--- config.mk ---
export PLATFORM = sky130hd
export DESIGN_NAME = cpu_mem_bridge
export DESIGN_NICKNAME = d
export VERILOG_FILES = /design/src/rtl/cpu_mem_pkg.sv /design/src/rtl/mem_lane_align.sv /design/src/rtl/cpu_mem_bridge.sv
export SDC_FILE = /design/constraint.sdc
export NUM_CORES = 1
export LEC_CHECK = 0
export ABC_AREA = 1
export CAP_MARGIN = 20
export CORE_UTILIZATION = 30
export CTS_CLUSTER_SIZE = 16
export DETAILED_ROUTE_END_ITERATION = 6
export GPL_ROUTABILITY_DRIVEN = 0
export SLEW_MARGIN = 20
export SYNTH_ARGS = -nofsm -noshare
export SYNTH_HDL_FRONTEND = slang
export SYNTH_HIERARCHICAL = 1
export SYNTH_SLANG_ARGS = --single-unit
--- constraint.sdc ---
create_clock -name clk -period 2.42 [get_ports clk]
set_input_delay 0.363 -clock clk [delete_from_list [all_inputs] [get_ports clk]]
set_output_delay 0.363 -clock clk [all_outputs]
set_load 0.02 [all_outputs]
--- src/rtl/cpu_mem_pkg.sv ---
// rtl/cpu_mem_pkg.sv - shared state type, constants and byte-lane helpers for the CPU memory bridge
package cpu_mem_pkg;

  typedef enum logic [2:0] {
    IDLE  = 3'd0,
    DREQ  = 3'd1,
    DWAIT = 3'd2,
    IREQ  = 3'd3,
    IWAIT = 3'd4
  } bridge_state_t;

  // addi x0, x0, 0 : harmless filler when a fetch never returns
  localparam logic [31:0] NOP_DEFAULT = 32'h0000_0013;

  // Move right-justified store data up to the lane selected by the byte offset
  function automatic logic [31:0] store_align(input logic [31:0] data, input logic [1:0] lane);
    return data << {lane, 3'b000};
  endfunction

  // Bring the addressed byte/halfword of a bus word down to bit 0
  function automatic logic [31:0] load_align(input logic [31:0] data, input logic [1:0] lane);
    return data >> {lane, 3'b000};
  endfunction

endpackage

--- src/rtl/mem_lane_align.sv ---
// rtl/mem_lane_align.sv - combinational byte-lane shifter for store and load data
module mem_lane_align
  import cpu_mem_pkg::*;
(
  input  logic [1:0]  lane,
  input  logic [31:0] store_data,
  output logic [31:0] store_shifted,
  input  logic [31:0] load_data,
  output logic [31:0] load_shifted
);

  assign store_shifted = store_align(store_data, lane);
  assign load_shifted  = load_align(load_data, lane);

endmodule

--- src/rtl/cpu_mem_bridge.sv ---
// rtl/cpu_mem_bridge.sv - merges CPU fetch and data ports onto one handshaked memory bus
module cpu_mem_bridge
  import cpu_mem_pkg::*;
#(
  parameter int unsigned TIMEOUT_CYC = 255,
  parameter logic [31:0] NOP_INSTR   = NOP_DEFAULT
) (
  input  logic        clk,
  input  logic        rst,
  input  logic        instr_read,
  input  logic [31:0] instr_addr,
  output logic [31:0] instr_out,
  output logic        instr_valid,
  input  logic        data_read,
  input  logic [3:0]  data_write,
  input  logic [31:0] data_addr,
  input  logic [31:0] data_in,
  output logic [31:0] data_out,
  output logic        data_valid,
  output logic        mem_req,
  output logic        mem_we,
  output logic [3:0]  mem_be,
  output logic [31:0] mem_addr,
  output logic [31:0] mem_wdata,
  input  logic        mem_gnt,
  input  logic        mem_rvalid,
  input  logic [31:0] mem_rdata,
  output logic        bus_err
);

  // Counter only needs to reach TIMEOUT_CYC-1; a zero limit disables the abort path
  localparam int TW = (TIMEOUT_CYC > 1) ? $clog2(TIMEOUT_CYC + 1) : 1;
  localparam logic [TW-1:0] TLIM = (TIMEOUT_CYC == 0) ? '0 : TW'(TIMEOUT_CYC - 1);
  localparam bit TO_EN = (TIMEOUT_CYC != 0);

  bridge_state_t state, state_d;

  logic [31:0]   d_addr;
  logic [31:0]   d_wdata;
  logic [3:0]    d_be;
  logic          d_we;
  logic          d_done;
  logic [31:2]   i_addr;
  logic [31:2]   last_iaddr;
  logic          i_buf_valid;
  logic [TW-1:0] tcnt;

  logic          data_pend;
  logic          fetch_pend;
  logic          expired;
  logic          d_start;
  logic          i_start;
  logic          d_end;
  logic          i_end;
  logic          abort;
  logic [31:0]   store_shifted;
  logic [31:0]   load_shifted;

  // d_done stops a held-level request from being serviced twice
  assign data_pend  = (data_read | (|data_write)) & ~d_done;
  assign fetch_pend = instr_read & (~i_buf_valid | (instr_addr[31:2] != last_iaddr));
  assign expired    = TO_EN && (tcnt == TLIM);

  mem_lane_align u_align (
    .lane          (d_addr[1:0]),
    .store_data    (d_wdata),
    .store_shifted (store_shifted),
    .load_data     (mem_rdata),
    .load_shifted  (load_shifted)
  );

  // State register
  always_ff @(posedge clk or negedge rst) begin
    if (!rst) state <= IDLE;
    else      state <= state_d;
  end

  // Next state, bus outputs and completion strobes; a grant outranks a same-cycle timeout
  always_comb begin
    state_d   = state;
    d_start   = 1'b0;
    i_start   = 1'b0;
    d_end     = 1'b0;
    i_end     = 1'b0;
    abort     = 1'b0;
    mem_req   = 1'b0;
    mem_we    = 1'b0;
    mem_be    = 4'b0000;
    mem_addr  = 32'h0;
    mem_wdata = 32'h0;
    case (state)
      IDLE: begin
        if (data_pend) begin
          d_start = 1'b1;
          state_d = DREQ;
        end else if (fetch_pend) begin
          i_start = 1'b1;
          state_d = IREQ;
        end
      end
      DREQ: begin
        mem_req   = 1'b1;
        mem_we    = d_we;
        mem_be    = d_we ? d_be : 4'b1111;
        mem_addr  = {d_addr[31:2], 2'b00};
        mem_wdata = store_shifted;
        if (mem_gnt) begin
          if (mem_rvalid) begin
            d_end   = 1'b1;
            state_d = IDLE;
          end else begin
            state_d = DWAIT;
          end
        end else if (expired) begin
          abort   = 1'b1;
          d_end   = 1'b1;
          state_d = IDLE;
        end
      end
      DWAIT: begin
        if (mem_rvalid) begin
          d_end   = 1'b1;
          state_d = IDLE;
        end else if (expired) begin
          abort   = 1'b1;
          d_end   = 1'b1;
          state_d = IDLE;
        end
      end
      IREQ: begin
        mem_req  = 1'b1;
        mem_be   = 4'b1111;
        mem_addr = {i_addr, 2'b00};
        if (mem_gnt) begin
          if (mem_rvalid) begin
            i_end   = 1'b1;
            state_d = IDLE;
          end else begin
            state_d = IWAIT;
          end
        end else if (expired) begin
          abort   = 1'b1;
          i_end   = 1'b1;
          state_d = IDLE;
        end
      end
      IWAIT: begin
        if (mem_rvalid) begin
          i_end   = 1'b1;
          state_d = IDLE;
        end else if (expired) begin
          abort   = 1'b1;
          i_end   = 1'b1;
          state_d = IDLE;
        end
      end
      default: state_d = IDLE;
    endcase
  end

  // Per-state cycle counter: restarts on every state change, runs while a bus phase is open
  always_ff @(posedge clk or negedge rst) begin
    if (!rst)                   tcnt <= '0;
    else if (state_d != state)  tcnt <= '0;
    else if (state != IDLE)     tcnt <= tcnt + 1'b1;
  end

  // Request capture, response registers, completion pulses and sticky error
  always_ff @(posedge clk or negedge rst) begin
    if (!rst) begin
      d_addr      <= 32'h0;
      d_wdata     <= 32'h0;
      d_be        <= 4'b0000;
      d_we        <= 1'b0;
      d_done      <= 1'b0;
      i_addr      <= '0;
      last_iaddr  <= '0;
      i_buf_valid <= 1'b0;
      instr_out   <= NOP_INSTR;
      instr_valid <= 1'b0;
      data_out    <= 32'h0;
      data_valid  <= 1'b0;
      bus_err     <= 1'b0;
    end else begin
      data_valid  <= d_end;
      instr_valid <= i_end;
      if (d_start) begin
        d_addr  <= data_addr;
        d_be    <= data_write;
        d_wdata <= data_in;
        d_we    <= |data_write;
      end
      if (i_start) begin
        i_addr <= instr_addr[31:2];
      end
      // Completion wins over a release seen in the same cycle
      if (d_end) begin
        d_done <= 1'b1;
        if (!d_we) data_out <= abort ? 32'h0 : load_shifted;
      end else if ((!data_read && (data_write == 4'b0000)) || (data_addr != d_addr)) begin
        d_done <= 1'b0;
      end
      // An aborted fetch still fills the buffer so a held address does not spin on the bus
      if (i_end) begin
        instr_out   <= abort ? NOP_INSTR : mem_rdata;
        last_iaddr  <= i_addr;
        i_buf_valid <= 1'b1;
      end
      if (abort) bus_err <= 1'b1;
    end
  end

endmodule
# Word-level counts from Yosys, hierarchy flattened
# Cells that the tools add are included.
totals:
  register_bits: 209
  latchBits: 0
  ramBits: 0
  romBits: 0
  out_inout_bits: 137
  word_cells: 80
  memories: 0
op_classes:
  n_addsub: 1
  multipliers: 0
  n_div: 0
  order_cmp: 0
  eq_ne: 8
  shifts: 2
  muxes: 35
  bitwise: 7
  n_reduce_logical: 12
op_table:
  columns: ["operator", "n"]
  rows:
  - ["32-bit 2-to-1 mux", 3]
  - ["32-bit one-hot mux with 2 select lines", 1]
  - ["32-bit != test", 1]
  - ["32-bit by 5-bit left shift with 32-bit output", 1]
  - ["32-bit by 5-bit >> shifter with 32-bit output", 1]
  - ["30-bit != test", 1]
  - ["3-bit 2-to-1 mux", 7]
  - ["8-bit 2-to-1 mux", 2]
  - ["1-bit 2-to-1 mux", 15]
  - ["3-bit one-hot mux with 4 select lines", 1]
  - ["8-bit by 1-bit adder with 8-bit output, second input constant", 1]
  - ["8-bit equality test, second input constant", 1]
  - ["4-bit one-hot mux with 2 select lines", 1]
  - ["3-bit by 2-bit equality test with 1-bit output, second input constant", 2]
  - ["1-bit one-hot mux with 2 select lines", 3]
  - ["4-bit zero test", 1]
  - ["4-bit 2-to-1 mux", 1]
  - ["2-bit nonzero test", 2]
  - ["2-bit OR reduction", 2]
  - ["4-bit OR reduction", 1]
  - ["3-bit by 1-bit equality test with 1-bit output, second input constant", 1]
  - ["3-bit equality test, second input constant", 1]
  - ["3-bit zero test", 1]
  - ["3-bit != test", 1]
  - ["9 further kinds", 13]

# Depth between registers and ports, before layout
logic_depth:
  depth_word: 8
  depth_mapped: 15
  mapped_depth_nobuf: 14

# Cells and area by module
# The synthesis kept the hierarchy.
by_module_without_submodules:
  columns: ["module", "instances", "cells_per_inst", "area_per_inst_um2"]
  rows:
  - ["cpu_mem_bridge", 1, 1254, 9888.2]
  - ["mem_lane_align", 1, 329, 1406.3]

# Least setup slack after synthesis
# OpenSTA, ideal clock, no wires.
synth_path:
  path_kind: "register to output"
  from: "register state[2]"
  to: "output mem_addr[21]"
  t_arrival_ns: 1.652
  required_time_ns: 2.057
  path_slack_ns: 0.405
  stages_incl_launch_ff: 7
  path_cell_list: "dfrtp_1 nor2_4 inv_2 nor2_2 inv_2 clkbuf_1 o21ai_0"
synth_between:
  elab_chain_len: 2
  elab_cells_between_ends: 3
synth_lines:
  columns: ["element", "line_no", "source"]
  rows:
  - ["start, declared", "cpu_mem_bridge.sv:36", "bridge_state_t state, state_d;"]
  - ["start signal, assigned", "cpu_mem_bridge.sv:75", "else state <= state_d;"]
  - ["3-bit by 2-bit equality test with 1-bit output or 3-bit by 1-bit equality test with 1-bit output (tied branches)", "cpu_mem_bridge.sv:91", "case (state)"]
  - ["32-bit one-hot mux with 2 select lines (*)", "cpu_mem_bridge.sv:91", null]
  - ["end, declared", "cpu_mem_bridge.sv:23", "output logic [31:0] mem_addr,"]
# Every way passes the cells marked *; elsewhere a longest branch is shown, timed or not.

# Final worst setup path
layout_path:
  from: "register state[0]"
  to: "output mem_wdata[15]"
layout_between:
  elab_chain_len: 2
layout_lines:
  columns: ["element", "line_no", "source"]
  rows:
  - ["3-bit by 1-bit equality test with 1-bit output", "cpu_mem_bridge.sv:91", null]
  - ["32-bit 2-to-1 mux", "cpu_mem_bridge.sv:91", null]
  - ["end, declared", "cpu_mem_bridge.sv:24", "output logic [31:0] mem_wdata,"]
# No other way between the ends.

==> impl_metrics.yaml <==
finish:
  regArea_um2: 5240
  final_area_um2: 15300
  multi_input_area_um2: 4770
  nets: 1980
  drive_above_1_share_pct: 9.63
  fillers: 3835
  synthToLayoutAreaGrowth_pct: 35.1
drt:
  drt_iter0_markers: 771
  wl_met1_mm: 16.4
  dr.pass1.iters: 6
  avgRoutedWirePerCell_um: 15.9
  top_layer: "met5"
  drc: 0
  antenna_left: 0
  route.met3.wl_mm: 2.51
  wl_met2_mm: 17.0
  vias_per_cell: 4.68
  drt_wl_total_mm: 37.0
  num_vias: 10900
power:
  p_per_area_nw_per_um2: 1380
  vdd_drop_max_mv: 0.762
  p_leak_nw: 7.86
cts:
  cts_tree: "built"
  post_cts_buffers: 0
  cts-root-buf: "clkbuf_16"
  numCtsBuffers: 26
  clk_latency_ns: 0.54
  path_clk_slew_ns: 0.06
  cts_sinks: 209
  h-tree-depth: 1
  cts.path.max_buffers: 3
sta:
  fin_hold_ws_ns: 0.362
  fmax_mhz: 432
  slew_violations: 0
  worstMarginPinSlew_ns: 0.540
  hold_violations: 0
  min_period_ns: 2.31
  max_slew_margin_pct: 64.0
  period_share_pct: 95.6
  setup_viol_count_final: 0
  fin_skew_ns: 0.0156
  rsz0062_at_grt: "yes"
  fin_ws_ns: 0.107
floorplan:
  core_area_um2: 36800
  io_pins: 275
  start_util_pct: 30.7
  floorplan.die_area_um2: 38400
  die_y_um: 196
  rows: 70
  die_w_um: 196
placement:
  post-place-ws_ns: 0.00860
  dpl_cell_area_um2: 14600
  port-buffer-count: 270
  dp.final_hpwl_mm: 27.0
grt:
  grt_max_degree: 62
  grt_pass1_wl_mm: 58.2
  first_global_vias: 10700
  antenna_found_initial: 4
  grtUsageTotal_pct: 19.1
  grt_overflow: 0
synth:
  synth-edff-count: 0
  synth_area_um2: 11300
  ys_seq_area_share_pct: 46.3
  syn_avg_cell_area_um2: 7.13
  yosysWarnings: 6
  synth-seq-cells: 209
  synthArstFlopShare_pct: 100
  synth_cells: 1583
  synth_ff_type: "dfrtp_1"
  synth_cell_types: 38
min_path:
  hold_path_depth: 3
  worstHoldPathType: "in2reg"
setup_path:
  crit_type: "reg2out"
  endpoint_kind: "output pin"
  ff2ff_path_depth: 12
  crit_path_max_fanout: 32
  worstSetupStartpointType: "register"
  path_cells: "inv_2 > nor2_4 > inv_2 > nor2_4 > inv_6 > buf_12 > nor2_1 > buf_2"
  critPathMaxStageDelay_ns: 0.38
  crit_required_ns: 2.06
  cp.arrival_ns: 1.95
  slowest_stage: "dfrtp_1"
  reg2reg_setup_slack_ns: 0.31
run:
  maxCapViolations: 0
outcome:
  status: "complete, no violations"
## stage by stage
| stage | instances | total power, mW | TNS, ns | util (%) |
|---|---|---|---|---|
| after floorplan | 1584 | 12.8 | 0 | - |
| after global placement | 2279 | 17.3 | 0 | 39.6 |
| after detailed placement | 2279 | 17.5 | 0 | 39.6 |
| after CTS | 2327 | 21.4 | -1.24 | 42.3 |
| after global routing | 2329 | 22.7 | -0.00426 | 41.5 |
| final | 2329 | 21.0 | 0 | 41.5 |
## Yosys cell counts, types with 3 or more instances
cell / instances / area [um^2]
nand2_1: 605 / 2270
inv_1: 211 / 792
dfrtp_1: 206 / 5150
o21ai_0: 135 / 676
nand3_1: 105 / 526
nor2_1: 79 / 297
nand4_1: 35 / 219
buf_2: 34 / 170
clkbuf_1: 27 / 101
nor3_1: 21 / 105
xor2_1: 19 / 166
o21ai_1: 17 / 85.1
buf_6: 11 / 124
inv_2: 11 / 41.3
xnor2_1: 11 / 96.3
buf_4: 9 / 67.6
o22ai_1: 8 / 50.1
o2111ai_1: 4 / 35.0
or2_2: 4 / 25.0
a21oi_1: 3 / 15.0
buf_1: 3 / 11.3
dfstp_2: 3 / 78.8
nor2_2: 3 / 18.8
## routing by layer
layer | track usage (%) | vias up
met2 | 31.2 | 384
li1 | - | 5404
met3 | 3.39 | 60
met4 | 6.45 | 2
met5 | 0 | -
met1 | 25.5 | 5040
## path summary, 6_finish.rpt
path                            endpoint        start
max in group asynchronous   instr_out[7]          rst
min in group asynchronous    d_wdata[18]          rst
max reg2reg                 data_out[19]      tcnt[0]
max                        mem_wdata[15]     state[0]
min                           d_wdata[2]   data_in[2]
min reg2reg                  i_buf_valid  i_buf_valid
## cell type report
type / instances / area share [%]
clock inverters: 9 / 1.00
well taps: 468 / 3.84
multi-input cells: 1068 / 31.3
flip-flops and latches: 209 / 34.3
repair buffers: 312 / 18.9
inverters: 223 / 5.52
clock buffers: 38 / 5.08
diodes: 2 / 0.0328
## cell usage in the layout, fill, tap and decap left out, types with 3 or more instances in the layout
cell type          n
nand2_1          605
inv_1            211
dfrtp_1          203
clkdlybuf4s50_1  202
o21ai_0          128
nand3_1          105
nor2_1            79
buf_2             48
nand4_1           35
buf_4             27
clkbuf_16         26
o21ai_1           24
nor3_1            20
xor2_1            19
buf_12            12
xnor2_1           11
clkbuf_2          11
inv_2             10
clkbuf_8           9
o22ai_1            7
o2111ai_1          4
or2_2              4
nor2_4             4
clkbuf_1           4
dlygate4sd2_1      4
a21oi_1            3
bufinv_16          3
clkinvlp_4         3
dfrtp_2            3
dfstp_2            3
## cells by family after synthesis
group / Yosys count / synth area share, %
adder cells (fa/ha/maj): 2 / 0.222
AO/OA/AOI/OAI: 171 / 8.01
flip-flops: 209 / 46.3
XOR/XNOR: 30 / 2.33
buffers and inverters: 307 / 11.6
AND/OR/NAND/NOR: 863 / 31.5
other: 1 / 0.0332
## registers in the layout, indices dropped and copies added, names as in the netlist, 3 cells and up
name / count
d_addr: 32
d_wdata: 32
data_out: 32
instr_out: 32
i_addr: 30
last_iaddr: 30
tcnt: 8
d_be: 4
state: 3
## worst max-delay path: cells and delay by family (launching register included)
| kind | cells | cell delay, ns |
|---|---|---|
| buffers and inverters | 5 | 0.64 |
| flip-flops | 1 | 0.38 |
| AND/OR/NAND/NOR | 3 | 0.38 |
## power by group
part / switching, mW / internal, mW / leakage, nW
Combinational: 6.90 / 3.90 / 4.81
Clock: 1.58 / 2.55 / 0.445
Sequential: 0.999 / 5.11 / 2.61
Total: 9.47 / 11.6 / 7.86
## repair_timing
action | 4_1_cts | 5_1_grt
hold buffers | 1 | 0
endpoints found under the hold margin | 57 | 0
pin swaps | 0 | 0
setup endpoints to repair | 67 | 61
gates resized for setup | 195 | 77
(Power assumes the default switching activity.)
